**src/rtl/posit_mul_core.sv**
```systemverilog
// posit_mul_core: iterative shift-add posit significand/scale multiplier, truncating.
// Optional POSIT_MUL_ZERO_EN adds zero-operand flags with a short bypass.
module posit_mul_core #(
    parameter int BITS = 32,
    parameter int ES   = 3
) (
    input  logic            clk,
    input  logic            rst_n,
    input  logic            in_valid,
    output logic            in_ready,
    input  logic [BITS-1:0] a_seed,
    input  logic [ES-1:0]   a_exp,
    input  logic [BITS-1:0] a_frac,
    input  logic [BITS-1:0] b_seed,
    input  logic [ES-1:0]   b_exp,
    input  logic [BITS-1:0] b_frac,
    output logic            out_valid,
    input  logic            out_ready,
    output logic [BITS-1:0] out_seed,
    output logic [ES-1:0]   out_exp,
    output logic [BITS-1:0] out_frac,
    output logic            out_inexact
`ifdef POSIT_MUL_ZERO_EN
   ,input  logic            a_zero,
    input  logic            b_zero,
    output logic            out_zero
`endif
);
    localparam int N  = BITS + 1;
    localparam int SW = BITS + ES + 2;
    localparam int CW = $clog2(N + 1);

    localparam logic [1:0] IDLE = 2'd0;
    localparam logic [1:0] MUL  = 2'd1;
    localparam logic [1:0] NORM = 2'd2;
    localparam logic [1:0] DONE = 2'd3;

    logic [1:0]      state;
    logic [CW-1:0]   cnt;
    logic [N-1:0]    ma;
    logic [N-1:0]    mb;
    logic [2*N-1:0]  acc;
    logic [SW-1:0]   rs;
    logic            zflag;
    logic            skip;
    logic            fire;
    logic [N:0]      sum;
    logic [2*BITS:0] sh;
    logic [SW-1:0]   rs_n;

    function automatic logic [SW-1:0] scale_of(
        input logic [BITS-1:0] seed,
        input logic [ES-1:0]   e
    );
        return ({{(ES+2){seed[BITS-1]}}, seed} << ES) + SW'(e);
    endfunction

`ifdef POSIT_MUL_ZERO_EN
    assign skip = a_zero | b_zero;
`else
    assign skip = 1'b0;
`endif

    assign in_ready  = state == IDLE;
    assign out_valid = state == DONE;
    assign fire      = in_valid && in_ready;

    // Upper half absorbs the partial product, then everything shifts right.
    assign sum  = {1'b0, acc[2*N-1:N]} + (mb[0] ? {1'b0, ma} : '0);
    // Product in [1,4): drop the leading one, keep the bits below it.
    assign sh   = acc[2*N-1] ? acc[2*N-2:0] : {acc[2*N-3:0], 1'b0};
    assign rs_n = rs + SW'(acc[2*N-1]);

    always_ff @(posedge clk or negedge rst_n) begin
        if (!rst_n) begin
            state       <= IDLE;
            cnt         <= '0;
            ma          <= '0;
            mb          <= '0;
            acc         <= '0;
            rs          <= '0;
            zflag       <= 1'b0;
            out_seed    <= '0;
            out_exp     <= '0;
            out_frac    <= '0;
            out_inexact <= 1'b0;
`ifdef POSIT_MUL_ZERO_EN
            out_zero    <= 1'b0;
`endif
        end else begin
            unique case (state)
                IDLE: begin
                    if (fire) begin
                        ma    <= {1'b1, a_frac};
                        mb    <= {1'b1, b_frac};
                        acc   <= '0;
                        cnt   <= '0;
                        rs    <= scale_of(a_seed, a_exp) + scale_of(b_seed, b_exp);
                        zflag <= skip;
                        state <= skip ? NORM : MUL;
                    end
                end
                MUL: begin
                    acc <= {sum, acc[N-1:1]};
                    mb  <= mb >> 1;
                    cnt <= cnt + CW'(1);
                    if (cnt == CW'(BITS)) state <= NORM;
                end
                NORM: begin
                    out_seed    <= zflag ? '0 : BITS'($signed(rs_n) >>> ES);
                    out_exp     <= zflag ? '0 : rs_n[ES-1:0];
                    out_frac    <= zflag ? '0 : {sh[2*BITS:BITS+ES+1], {ES{1'b0}}};
                    out_inexact <= zflag ? 1'b0 : |sh[BITS+ES:0];
`ifdef POSIT_MUL_ZERO_EN
                    out_zero    <= zflag;
`endif
                    state       <= DONE;
                end
                DONE: begin
                    if (out_ready) state <= IDLE;
                end
                default: state <= IDLE;
            endcase
        end
    end
endmodule

```
**config.mk**
```make
export PLATFORM = sky130hd
export DESIGN_NAME = posit_mul_core
export DESIGN_NICKNAME = d
export VERILOG_FILES = /design/src/rtl/posit_mul_core.sv
export SDC_FILE = /design/constraint.sdc
export NUM_CORES = 1
export LEC_CHECK = 0
export CORE_AREA = 2 2 195 197
export DETAILED_ROUTE_END_ITERATION = 8
export DIE_AREA = 0 0 197 199
export GPL_ROUTABILITY_DRIVEN = 0
export HOLD_SLACK_MARGIN = 0.05
export REMOVE_ABC_BUFFERS = 1
export SETUP_SLACK_MARGIN = 0.1
export SYNTH_ARGS = -nofsm -noshare
export SYNTH_HDL_FRONTEND = slang
export SYNTH_SLANG_ARGS = --single-unit
```
**constraint.sdc**
```tcl
create_clock -name clk -period 7.62 [get_ports clk]
set_input_delay 1.524 -clock clk [delete_from_list [all_inputs] [get_ports clk]]
set_output_delay 1.524 -clock clk [all_outputs]
set_load 0.005 [all_outputs]
```
# Yosys cells after proc, flatten, opt, wreduce, memory -nomap -nowiden
# Cells that the tools add are included.
[word_totals]
ff_bits = 240
in_bits = 138
output_inout_bits = 70
elab_cells = 42
[op_classes]
add_sub_neg = 6
eq_ne = 7
n_mux = 12
reduce_logical = 7
[op_table]
columns = ["operator", "n"]
rows = [
  ["$pmux 66 s2", 1],
  ["$add 35x4->35", 2],
  ["$mux 33", 2],
  ["$mux 66", 1],
  ["$pmux 33 s2", 1],
  ["$mux 65", 1],
  ["$reduce_or 36->1", 1],
  ["$add 35x1->35", 1],
  ["$add 35x35->35", 1],
  ["$add 33x33->34", 1],
  ["$pmux 6 s2", 1],
  ["$pmux 2 s4", 1],
  ["$add 6x1->6 const B", 1],
  ["$eq 6x6->1 const B", 1],
  ["$mux 2", 3],
  ["$mux 6", 1],
  ["$eq 2x2->1 const B", 2],
  ["$ne 2x1->1 const B", 2],
  ["$reduce_and 2->1", 2],
  ["$reduce_and 3->1", 1],
  ["$eq 2x1->1 const B", 1],
  ["$logic_not 2->1", 1],
  ["$ne 2x2->1 const B", 1],
  ["$reduce_bool 2->1", 1],
  ["$logic_and 1x1->1", 1],
]

# Depth between registers and ports, before layout
# Gate-level depths: netlist of run 1.
[logic_depth]
ltp_word = 4
mapped_depth = 14
depth_no_buf = 13

# Worst setup path after synthesis of run 1
# OpenSTA, ideal clock, no wires.
[synth_timing]
path_type = "input to register"
start = "input port a_exp[0]"
end = "register rs[32]"
setup_ps = 69
t_arrival_ps = 3675
required_time_ps = 7551
path_slack_ps = 3877
cell_stages = 12
n_path_buf = 0
cell_sequence = "ha_1 -> inv_1 -> fa_1 -> nand2b_1 -> a211oi_2 -> o31ai_2 -> o21ai_4 -> a41oi_4 -> o21bai_4 -> a21oi_2 -> or4_1 -> nand3_1"
[synth_via]
elab_chain_len = 2
[synth_lines]
columns = ["element", "line_no", "source"]
rows = [
  ["from (decl)", "12", "input logic [ES-1:0] a_exp,"],
  ["$add 35x4->35", "55", "return ({{(ES+2){seed[BITS-1]}}, seed} << ES) + SW'(e);"],
  ["$add 35x35->35", "98", "rs <= scale_of(a_seed, a_exp) + scale_of(b_seed, b_exp);"],
  ["to (signal assigned)", "98", ""],
  ["to (decl)", "43", "logic [SW-1:0] rs;"],
]
# No other way between the ends.
# A chain may end at the register's enable or synchronous reset.

# Final worst setup path of run 1
[layout_timing]
start = "input port a_exp[0]"
end = "register rs[34]"
# Same word-level chain as after synthesis.

==> results of run 1 <==
[Yosys cell counts, drive strengths merged, types with 4 or more instances]
library cell,instances
a211oi,7
a21o,35
a21oi,162
a22o,37
a31oi,8
and2,39
and3,15
and4,5
buf,23
clkbuf,60
dfrtp,240
ha,75
inv,24
mux2,67
mux2i,30
nand2,132
nand2b,10
nand3,17
nand4,17
nor2,102
nor2b,5
nor3,11
nor4,10
o211ai,4
o21a,7
o21ai,97
o21bai,13
o22ai,65
o31ai,11
or2,4
or3,4
xnor2,53
xor2,41
[worst max-delay path by stage]
stage | from | end | depth (start not counted) | slack (ps)
after floorplan | state[0] | cnt[3] | 6 | 2020
after global placement | a_exp[0] | rs[32] | 13 | 3150
after detailed placement | a_exp[0] | rs[32] | 13 | 3090
after CTS | a_exp[0] | rs[32] | 13 | 3650
after global routing | b_exp[0] | rs[34] | 13 | 3360
final | a_exp[0] | rs[34] | 13 | 3630
[metal layers]
| metal | vias up | part of all wire | GRT usage |
|---|---|---|---|
| li1 | 5624 | - | - |
| met1 | 5307 | 0.45 | 0.229 |
| met2 | 225 | 0.49 | 0.312 |
| met3 | 41 | 0.052 | 0.0315 |
| met4 | 4 | 0.015 | 0.0379 |
| met5 | - | 0.00078 | 0 |
[metrics by stage]
| step | power [uW] | cells |
|---|---|---|
| after floorplan | 4380 | 1381 |
| after global placement | 5440 | 2069 |
| after detailed placement | 5520 | 2069 |
| after CTS | 6940 | 2121 |
| after global routing | 7440 | 2122 |
| final | 6860 | 2122 |
[kinds of logic (layout without fill, tap and decap cells)]
group / count (synthesis) / after routing / share of synthesized area
multiplexers: 97 / 97 / 0.0754
other: 1 / 4 / 0.000268
adder cells (fa/ha/maj): 77 / 77 / 0.0699
flip-flops: 240 / 240 / 0.429
buffers and inverters: 107 / 290 / 0.0295
AND/OR/NAND/NOR: 379 / 379 / 0.127
XOR/XNOR: 94 / 94 / 0.0588
AO/OA/AOI/OAI: 467 / 467 / 0.210
[power by group]
group	switching (uW)	internal (uW)	total [uW]
combinational	1660	1550	3210
sequential	439	1840	2280
clock	534	838	1370
[flip-flops by register name, indices dropped and copies added, names as in the netlist]
name         flops
mb              33
rs              35
cnt              6
out_exp          3
out_seed        32
ma              33
state            2
acc             66
out_inexact      1
out_frac        29
[layout make-up]
class	instances	share of cell area
antenna	1	0.000144
clock buffer	41	0.0489
clock inverter	11	0.00640
inverter	24	0.00518
multi-input combinational	1117	0.437
sequential	240	0.345
tap	474	0.0341
timing repair buffer	214	0.123
[cells in the final DEF, fill, tap and decap left out, drive strengths merged, types with 17 or more instances in the layout]
| cell type | Yosys | final |
|---|---|---|
| dfrtp | 240 | 240 |
| clkdlybuf4s50 | 0 | 203 |
| a21oi | 162 | 162 |
| nand2 | 132 | 132 |
| nor2 | 102 | 102 |
| o21ai | 97 | 97 |
| ha | 75 | 75 |
| mux2 | 67 | 67 |
| o22ai | 65 | 65 |
| xnor2 | 53 | 53 |
| xor2 | 41 | 41 |
| clkbuf | 60 | 41 |
| and2 | 39 | 39 |
| a22o | 37 | 37 |
| a21o | 35 | 35 |
| mux2i | 30 | 30 |
| inv | 24 | 24 |
| nand4 | 17 | 17 |
| nand3 | 17 | 17 |
[critical path: stages]
cell	delay, ps
clkdlybuf4s50_1	470
ha_1	180
inv_1	60
fa_1	400
nand2b_1	200
a211oi_2	240
o31ai_2	120
o21ai_4	240
a41oi_4	210
nor4_1	330
a21oi_1	140
xnor2_1	170
o21ai_0	90
==> results.md, run 1 <==
- FF-to-FF Start: mb[0]
- Area post-placement: between 0.015 and 0.02 mm^2
- Hold path depth: 1
- Clk slew on worst S/H paths: around 60 ps
- Area of the multi-input gates: 0.00761 mm^2
- Global Route Usage Sum: 0.178
- Avg WL per Cell: roughly 16 um
- Die H: 199 um
- CTS buffer count: 28
- # setup viols final: 0
- Post-DRT Antenna Nets: 0
- Via count: roughly 11,000
- H-Tree Depth: 1
- Number of antenna violations at the first check in global routing: 3
- Sequential area share after synthesis: 0.429
- Worst setup EP type: flop
- Syn avg cell area: 9.57 um^2
- Power per cell area: roughly 390 mW/mm^2
- Resize count post-CTS: 0
- Setup CP Type: in2reg
- Count of unique library cells instantiated by Yosys: 67
- Clock Tree Buf Depth: 3
- Max Slew Vio Count: 0
- Final instance area: roughly 0.017 mm^2
- R2r worst-path depth: 12
- # fillers: between 3,000 and 4,000
- Main area contributors after synthesis: dfrtp_1, ha_1, a21oi_1
- Worst setup margin: 3630 ps
- CORE AREA: about 0.037 mm^2
- Critical path fanouts, max: 4
- Critical Path AT: 4380 ps
- EDFF count, synth: 0
- Largest net degree at the start of global routing: 175
- Die width: 197 um
- # port buffers: between 200 and 250
- RSZ-0062 raised after global routing: no
- Share of cells above drive strength 1: 0.0929
- DP Wirelength: about 25 mm
- Std cell rows: ~70
- Ys Warns: 0
- Residual DRC count: 0
- Dominant cell type by area after synthesis: dfrtp_1
- Vias in the first global route: roughly 11,000
- Post-CTS Hold Buffers: 0
- Starting Density: 0.377
- Die ar.: 0.0392 mm^2
- Detailed Route WL: around 35 mm
- Flops & latches, synth: 240
- Postcts setup bufs: 0
- Worst VDD drop: roughly 0.16 mV
- Final hold viol count: 0
- Period utilization: 0.524
- Layout Nets: between 1,500 and 2,000
- FFs w/ async S/R, synth: 1.00
- Synth top area share: 0.429
- I/O pin cnt: between 200 and 250
- Core Util, Final: 0.468
- Min-delay worst type: reg2reg
- Post-synthesis instance total: approximately 1,500
- Syn Std Cell Area: between 0.01 and 0.015 mm^2
- CP Launch Type: input pin
- Status: finished, final reports clean
- Max cap viols: 0
- Vias/cell: between 5 and 6
- Max_slew headroom: 0.204
- Hold_ws: approximately 460 ps
- Worst Path Required: around 8000 ps
- Area delta synth->final: 24.3%
- WHS Endpoint: ma[32]
- Place WS: around 3100 ps
- Initial DRC Count: 617
- HP Start: ma[32]
- Drt first pass iters: 5
- CTS Root Cell: clkbuf_16
- Reg-to-reg slack, setup: slightly above 4000 ps
- Total area of sequential cells: around 0.0060 mm^2
- Clk_skew: roughly 16 ps
- Clock Sinks: 240
- Min Clock Period, post-route: between 3000 and 4000 ps
- CTS tree: built
- Reg2reg end: acc[62]
- LEAKAGE: 0.00734 uW
- Max Freq: 0.250 GHz
- Grt ovf: 0
- First-pass GRT wire length: between 50 and 60 mm
- Final setup TNS: 0 ps
- Ys flop type: dfrtp_1
- Worst-Margin Slew: 1190 ps
- Clk_lat worst skew: roughly 540 ps
(Power assumes the default switching activity.)
==> run 2: changes to the inputs <==
==> constraint.sdc (replaced) <==
create_clock -name clk -period 3.9 [get_ports clk]
set_input_delay 0.78 -clock clk [delete_from_list [all_inputs] [get_ports clk]]
set_output_delay 0.78 -clock clk [all_outputs]
set_load 0.005 [all_outputs]
==> run 2 against run 1 <==
  * Sequential share of layout area is 0.36 points lower
  * Core utilization is 0.49 points higher
  * Combinational power is 99% higher
  * First-iteration DRC count is 21% lower
  * Clock power is 110% higher
  * Sequential power is 95% higher
  * Clock skew is 4.5 ps lower
  * Routed wire length is 1.3% higher
  * Final cell count is 0.80% higher
  * Via count is 1.1% higher
  * Hold slack worse by 150 ps
  * Sequential cell count stayed put
==> results.md, run 2 (synthesis gave the netlist of run 1 again) <==
- Internal Dissipation: 8450 uW (was 4230 uW)
- Final hold viol count: 0 (unchanged)
- CP max stage cell: clkdlybuf4s50_1 (unchanged)
- Post-Layout Cell Count: 2,139 (was 2,122)
- Reg2reg end: acc[62] (unchanged)
- Starting Density: 0.377 (unchanged)
- CTS buffer count: 29 (was 28)
- Global Route Usage Sum: 0.181 (was 0.178)
- Area post-placement: 0.0166 mm^2 (was 0.0164 mm^2)
- Worst VDD drop: 0.233 mV (was 0.155 mV)
- Initial DRC Count: 486 (was 617)
- CP cell instances: clkdlybuf4s50_1 -> ha_1 -> inv_1 -> fa_1 -> nand2b_1 -> a211oi_2 -> o31ai_2 -> o21ai_4 -> a41oi_4 -> o21bai_4 -> a21oi_2 -> or4_1 -> nand3_1 (was clkdlybuf4s50_1 -> ha_1 -> inv_1 -> fa_1 -> nand2b_1 -> a211oi_2 -> o31ai_2 -> o21ai_4 -> a41oi_4 -> nor4_1 -> a21oi_1 -> xnor2_1 -> o21ai_0)
- Antenna diodes: 0 (was 1)
- Period utilization: 0.821
- Worst Path Required: 4390 ps (was 8010 ps)
- Min-delay worst type: in2async (was reg2reg)
- Grt ovf: 0 (unchanged)
- Largest incremental delay on the critical path: 460 ps (was 470 ps)
- Critical path fanouts, max: 4 (unchanged)
- # setup viols final: 0 (unchanged)
- Via count: 11,300 (was 11,200)
- Biggest regs: acc: 66 flops, rs: 35 flops (unchanged)
- FF-to-FF Start: mb[0] (unchanged)
- Post-DRT Antenna Nets: 0 (unchanged)
- Worst setup margin: 697 ps (was 3630 ps)
- Max Slew Vio Count: 0 (unchanged)
- Max_slew headroom: 0.392 (was 0.204)
- Die H: 199 um (unchanged)
- Die width: 197 um (unchanged)
- Worst-Margin Slew: 912 ps (was 1190 ps)
- Final instance area: 0.0176 mm^2 (was 0.0174 mm^2)
- P_sw: 5210 uW (was 2630 uW)
- First-pass GRT wire length: 58.0 mm (was 57.2 mm)
- Vias in the first global route: 11,400 (was 11,300)
- Core Util, Final: 0.473 (was 0.468)
- Vias/cell: 5.29 (was 5.28)
- Worst setup EP type: flop (unchanged)
- H-Tree Depth: 1 (unchanged)
- Clock Tree Buf Depth: 3 (unchanged)
- Number of antenna violations at the first check in global routing: 2 (was 3)
- Die ar.: 0.0392 mm^2 (unchanged)
- Max reg flops: 66 (unchanged)
- DP Wirelength: 25.3 mm (was 24.6 mm)
- Combinational Power Share: 0.468 (about the same)
- Switching Fraction: 0.382 (was 0.384)
- Max cap viols: 0 (unchanged)
- Avg WL per Cell: 16.5 um (was 16.4 um)
- Area delta synth->final: 25.6% (was 24.3%)
- Power per cell area: 777 mW/mm^2 (was 394 mW/mm^2)
- Leading cell type in the layout, fill and taps excluded: dfrtp_1 (unchanged)
- Min Clock Period, post-route: approximately 3200 ps
- Top reg by flops: acc (unchanged)
- Drt first pass iters: 5 (unchanged)
- Setup CP Type: in2reg (unchanged)
- I/O pin cnt: 208 (unchanged)
- R2r worst-path depth: 12 (unchanged)
- RSZ-0062 raised after global routing: no (unchanged)
- CP Launch Type: input pin (unchanged)
- Sequential power share: 0.326 (was 0.332)
- Clock share of power: 0.207 (was 0.200)
- Place WS: 162 ps (was 3090 ps)
- Reg-to-reg slack, setup: 800 ps (was 4140 ps)
- Most frequent cells in the layout: dfrtp_1, clkdlybuf4s50_1, a21oi_1 (unchanged)
- Critical Path AT: 3690 ps (was 4380 ps)
- Clk_skew: 11.2 ps (was 15.7 ps)
- # port buffers: 204 (unchanged)
- Hold_ws: 303 ps (was 455 ps)
- Clk slew on worst S/H paths: 60 ps (about the same)
- Share of cells above drive strength 1: 0.102 (was 0.0929)
- Postcts setup bufs: 0 (unchanged)
- Status: finished, final reports clean (unchanged)
- Detailed Route WL: 35.2 mm (was 34.8 mm)
- Max Freq: between 0.3 and 0.4 GHz
- Resize count post-CTS: 0 (unchanged)
- Clock Sinks: 240 (unchanged)
- Post-CTS Hold Buffers: 0 (unchanged)
- Clk_lat worst skew: 550 ps (was 540 ps)
- Cell count after placement: 2,086 (was 2,069)
- LEAKAGE: 0.00744 uW (was 0.00734 uW)
- Largest net degree at the start of global routing: 114 (was 175)
- Layout Nets: 1,858 (was 1,840)
- CORE AREA: 0.0371 mm^2 (unchanged)
- Residual DRC count: 0 (unchanged)
- CTS tree: built (unchanged)
- Std cell rows: 71 (unchanged)
- CTS Root Cell: clkbuf_16 (unchanged)
==> run 2: changes by cell type in the layout (fill, tap and decap cells not counted), sizes merged <==
cell | before | now
clkinv | 8 | 6
inv | 24 | 25
bufinv | 2 | 4
buf | 11 | 28
diode | 1 | 0
==> run 2: worst max-delay path by stage <==
stage | from | to
finish | a_exp[0] | rs[32]
CTS | a_exp[0] | rs[32]
floorplan | state[0] | cnt[3]
global route | a_exp[0] | rs[34]
global placement | a_exp[0] | rs[32]
detailed placement | a_exp[0] | rs[32]
==> run 2: power by group through the flow <==
stage,Sequential (uW),Clock [uW],Combinational [uW]
floorplan,4310,0,4260
global placement,4460,0,6330
detailed placement,4490,0,6410
CTS,4460,2890,6460
global route,4620,3000,7190
finish,4450,2820,6390
==> run 2: through the flow <==
| step | total power [uW] | setup TNS, ps |
|---|---|---|
| 6_report | 13700 | 0 |
| 5_1_grt | 14800 | 0 |
| 4_1_cts | 13800 | 0 |
| 3_5_place_dp | 10900 | 0 |
| 3_3_place_gp | 10800 | 0 |
| 2_1_floorplan | 8560 | -141630 |
==> run 2: cell type report <==
class,instances,area [um^2]
Tap cell,474,593
Multi-Input combinational cell,1117,7610
Clock inverter,12,166
Timing Repair Buffer,231,2270
Clock buffer,41,841
Fill cell,3546,19600
Sequential cell,240,6010
Inverter,24,90.1
==> run 2: metal layers <==
layer	wire (um)	GRT usage
met1	15800	0.236
met2	17000	0.314
met3	1670	0.0314
met4	645	0.0395
met5	27	0
==> run 2: worst max-delay path, delay by kind of cell <==
kind                       cells  cell delay [ps]
and+or+nand+nor                3              690
buffers and inverters          2              520
adders and majority gates      2              560
AOI/OAI and AO/OA              6             1140
==> run 3: changes to the inputs <==
==> constraint.sdc (replaced) <==
create_clock -name clk -period 3.2 [get_ports clk]
set_input_delay 0.64 -clock clk [delete_from_list [all_inputs] [get_ports clk]]
set_output_delay 0.64 -clock clk [all_outputs]
set_load 0.005 [all_outputs]
==> run 3 against run 2 <==
  * Clock power grew 21%
  * Die area is the same
  * Sequential cell count is the same
  * Via count grew 0.47%
  * Setup slack lost 410 ps
  * Design area grew 1.9%
==> results.md, run 3 (synthesis gave the netlist of run 1 again) <==
- Status: finished, final reports clean (unchanged)
- Clk_lat worst skew: 560 ps (was 550 ps)
- Grt ovf: 0 (unchanged)
- # setup viols final: 0 (unchanged)
- Number of antenna violations at the first check in global routing: 2 (unchanged)
- Hold_ws: 139 ps (was 303 ps)
- Vias in the first global route: 11,500 (was 11,400)
- CTS tree: built (unchanged)
- Vias/cell: 5.24 (was 5.29)
- First-pass GRT wire length: 58.3 mm (was 58.0 mm)
- Max_slew headroom: 0.470 (was 0.392)
- Drt first pass iters: 4 (was 5)
- Combined buffer and inverter count along the critical path: 1 (was 2)
- # port buffers: 204 (unchanged)
- Post-DRT Antenna Nets: 0 (unchanged)
- Layout Nets: 1,890 (was 1,858)
- Die ar.: 0.0392 mm^2 (unchanged)
- Clock Tree Buf Depth: 3 (unchanged)
- Area delta synth->final: 27.9% (was 25.6%)
- Residual DRC count: 0 (unchanged)
- Max Freq: 0.344 GHz
- Worst setup margin: 290 ps (was 697 ps)
- Largest net degree at the start of global routing: 101 (was 114)
- Starting Density: 0.377 (unchanged)
- Largest incremental delay on the critical path: 410 ps (was 460 ps)
- DP Wirelength: 25.4 mm (was 25.3 mm)
- Min-delay worst type: in2async (unchanged)
- Avg WL per Cell: 16.2 um (was 16.5 um)
- Final setup TNS: 0 ps (unchanged)
- Total area of sequential cells: 0.00601 mm^2 (unchanged)
- Critical path fanouts, max: 4 (unchanged)
- Max reg flops: 66 (unchanged)
- Period utilization: 0.909
- H-Tree Depth: 1 (unchanged)
- I/O pin cnt: 208 (unchanged)
- RSZ-0062 raised after global routing: yes (was no)
- Worst VDD drop: 0.471 mV (was 0.233 mV)
- Place WS: -321 ps (was 162 ps)
- Worst Path Required: 3640 ps (was 4390 ps)
- Power per cell area: 934 mW/mm^2 (was 777 mW/mm^2)
- Max cap viols: 0 (unchanged)
- Max Slew Vio Count: 0 (unchanged)
- LEAKAGE: 0.00762 uW (was 0.00744 uW)
- Die H: 199 um (unchanged)
- Top reg by flops: acc (unchanged)
- CP cell instances: and2_1 -> ha_1 -> inv_1 -> fa_1 -> nand2b_1 -> a21oi_2 -> a21oi_2 -> o211ai_2 -> a41oi_4 -> nand3b_1 -> o21ai_1 -> xnor2_1 -> o21ai_1 (was clkdlybuf4s50_1 -> ha_1 -> inv_1 -> fa_1 -> nand2b_1 -> a211oi_2 -> o31ai_2 -> o21ai_4 -> a41oi_4 -> o21bai_4 -> a21oi_2 -> or4_1 -> nand3_1)
- Initial DRC Count: 609 (was 486)
- Clock Sinks: 240 (unchanged)
- Global Route Usage Sum: 0.181 (about the same)
- Share of cells above drive strength 1: 0.124 (was 0.102)
- Detailed Route WL: 35.3 mm (was 35.2 mm)
- Biggest regs: acc: 66 flops, rs: 35 flops (unchanged)
- Tot Pwr: 16,700 uW (was 13,700 uW)
- Clk_skew: 14.8 ps (was 11.2 ps)
- Clk slew on worst S/H paths: 70 ps (was 60 ps)
- CTS buffer count: 28 (was 29)
- Final hold viol count: 0 (unchanged)
- Largest delay share family, worst path: compound AO/OA/AOI/OAI gates (unchanged)
- Setup CP Type: reg2reg (was in2reg)
- Area of the multi-input gates: 0.00765 mm^2 (was 0.00761 mm^2)
- Die width: 197 um (unchanged)
- Leading cell type in the layout, fill and taps excluded: dfrtp_1 (unchanged)
- Most frequent cells in the layout: dfrtp_1, clkdlybuf4s50_1, a21oi_1 (unchanged)
- # fillers: 3,522 (was 3,546)
- CORE AREA: 0.0371 mm^2 (unchanged)
- CP max stage cell: dfrtp_1 (was clkdlybuf4s50_1)
- Worst-Margin Slew: 795 ps (was 912 ps)
- Std cell rows: 71 (unchanged)
- Worst setup EP type: flop (unchanged)
- CTS Root Cell: clkbuf_16 (unchanged)
- Min Clock Period, post-route: approximately 2900 ps
- Via count: 11,400 (was 11,300)
- CP Launch Type: flop (was input pin)
- Critical Path AT: 3350 ps (was 3690 ps)
[run 3: changes by cell type in the layout (fill, tap and decap cells not counted), moves of 2 or more]
cell / delta
buf_4: +30
clkbuf_8: +2
clkinv_4: +3
clkbuf_1: -3
buf_12: +2
[run 3: metal layers]
layer / track usage / vias to the layer above / wire length [um]
li1: - / 5714 / -
met1: 0.234 / 5428 / 16000
met2: 0.318 / 191 / 17200
met3: 0.0283 / 39 / 1470
met4: 0.0409 / 2 / 585
met5: 0 / - / 13
[run 3: cell type report]
cell class | instances | area share
Clock buffer | 39 | 0.0465
Timing Repair Buffer | 264 | 0.142
Inverter | 24 | 0.00503
Clock inverter | 13 | 0.00999
Antenna cell | 1 | 0.000140
Sequential cell | 240 | 0.336
Tap cell | 474 | 0.0331
Multi-Input combinational cell | 1117 | 0.427
[run 3: timing repair]
action	CTS	global route
endpoints found under the setup margin	0	9
hold buffers	0	0
resized for setup	0	8
setup buffers	0	1
[run 3: worst paths after layout]
path	to	slack [ps]	cells after the start	startpoint
worst max register to register	acc[58]	290	13	mb[0]
worst min register to register	ma[32]	460	1	ma[32]
max in group asynchronous	out_seed[5]	2270	2	rst_n
worst max-delay path	acc[58]	290	13	mb[0]
worst min-delay path	acc[10]	140	1	rst_n
min in group clk	ma[32]	460	1	ma[32]
[run 3: worst register-to-register path: stages, from the launching register on]
cell and delay (ps):
dfrtp_1 410, and2_1 150, ha_1 200, inv_1 70, fa_1 410, nand2b_1 180
a21oi_2 230, a21oi_2 100, o211ai_2 250, a41oi_4 190, nand3b_1 230, o21ai_1 170
xnor2_1 140, o21ai_1 80
[run 3: through the flow]
step	instance area, um^2	cells	util
finish	17900	2172	0.482
global placement	16800	2118	0.453
detailed placement	16800	2118	0.453
CTS	17800	2170	0.481
global route	17900	2172	0.482
floorplan	13700	1381	-
[run 3: power by group]
group | switching (uW) | total (uW) | internal (uW)
Clock | 1350 | 3420 | 2070
Sequential | 1060 | 5440 | 4370
Combinational | 4020 | 7870 | 3850
Total | 6440 | 16700 | 10300
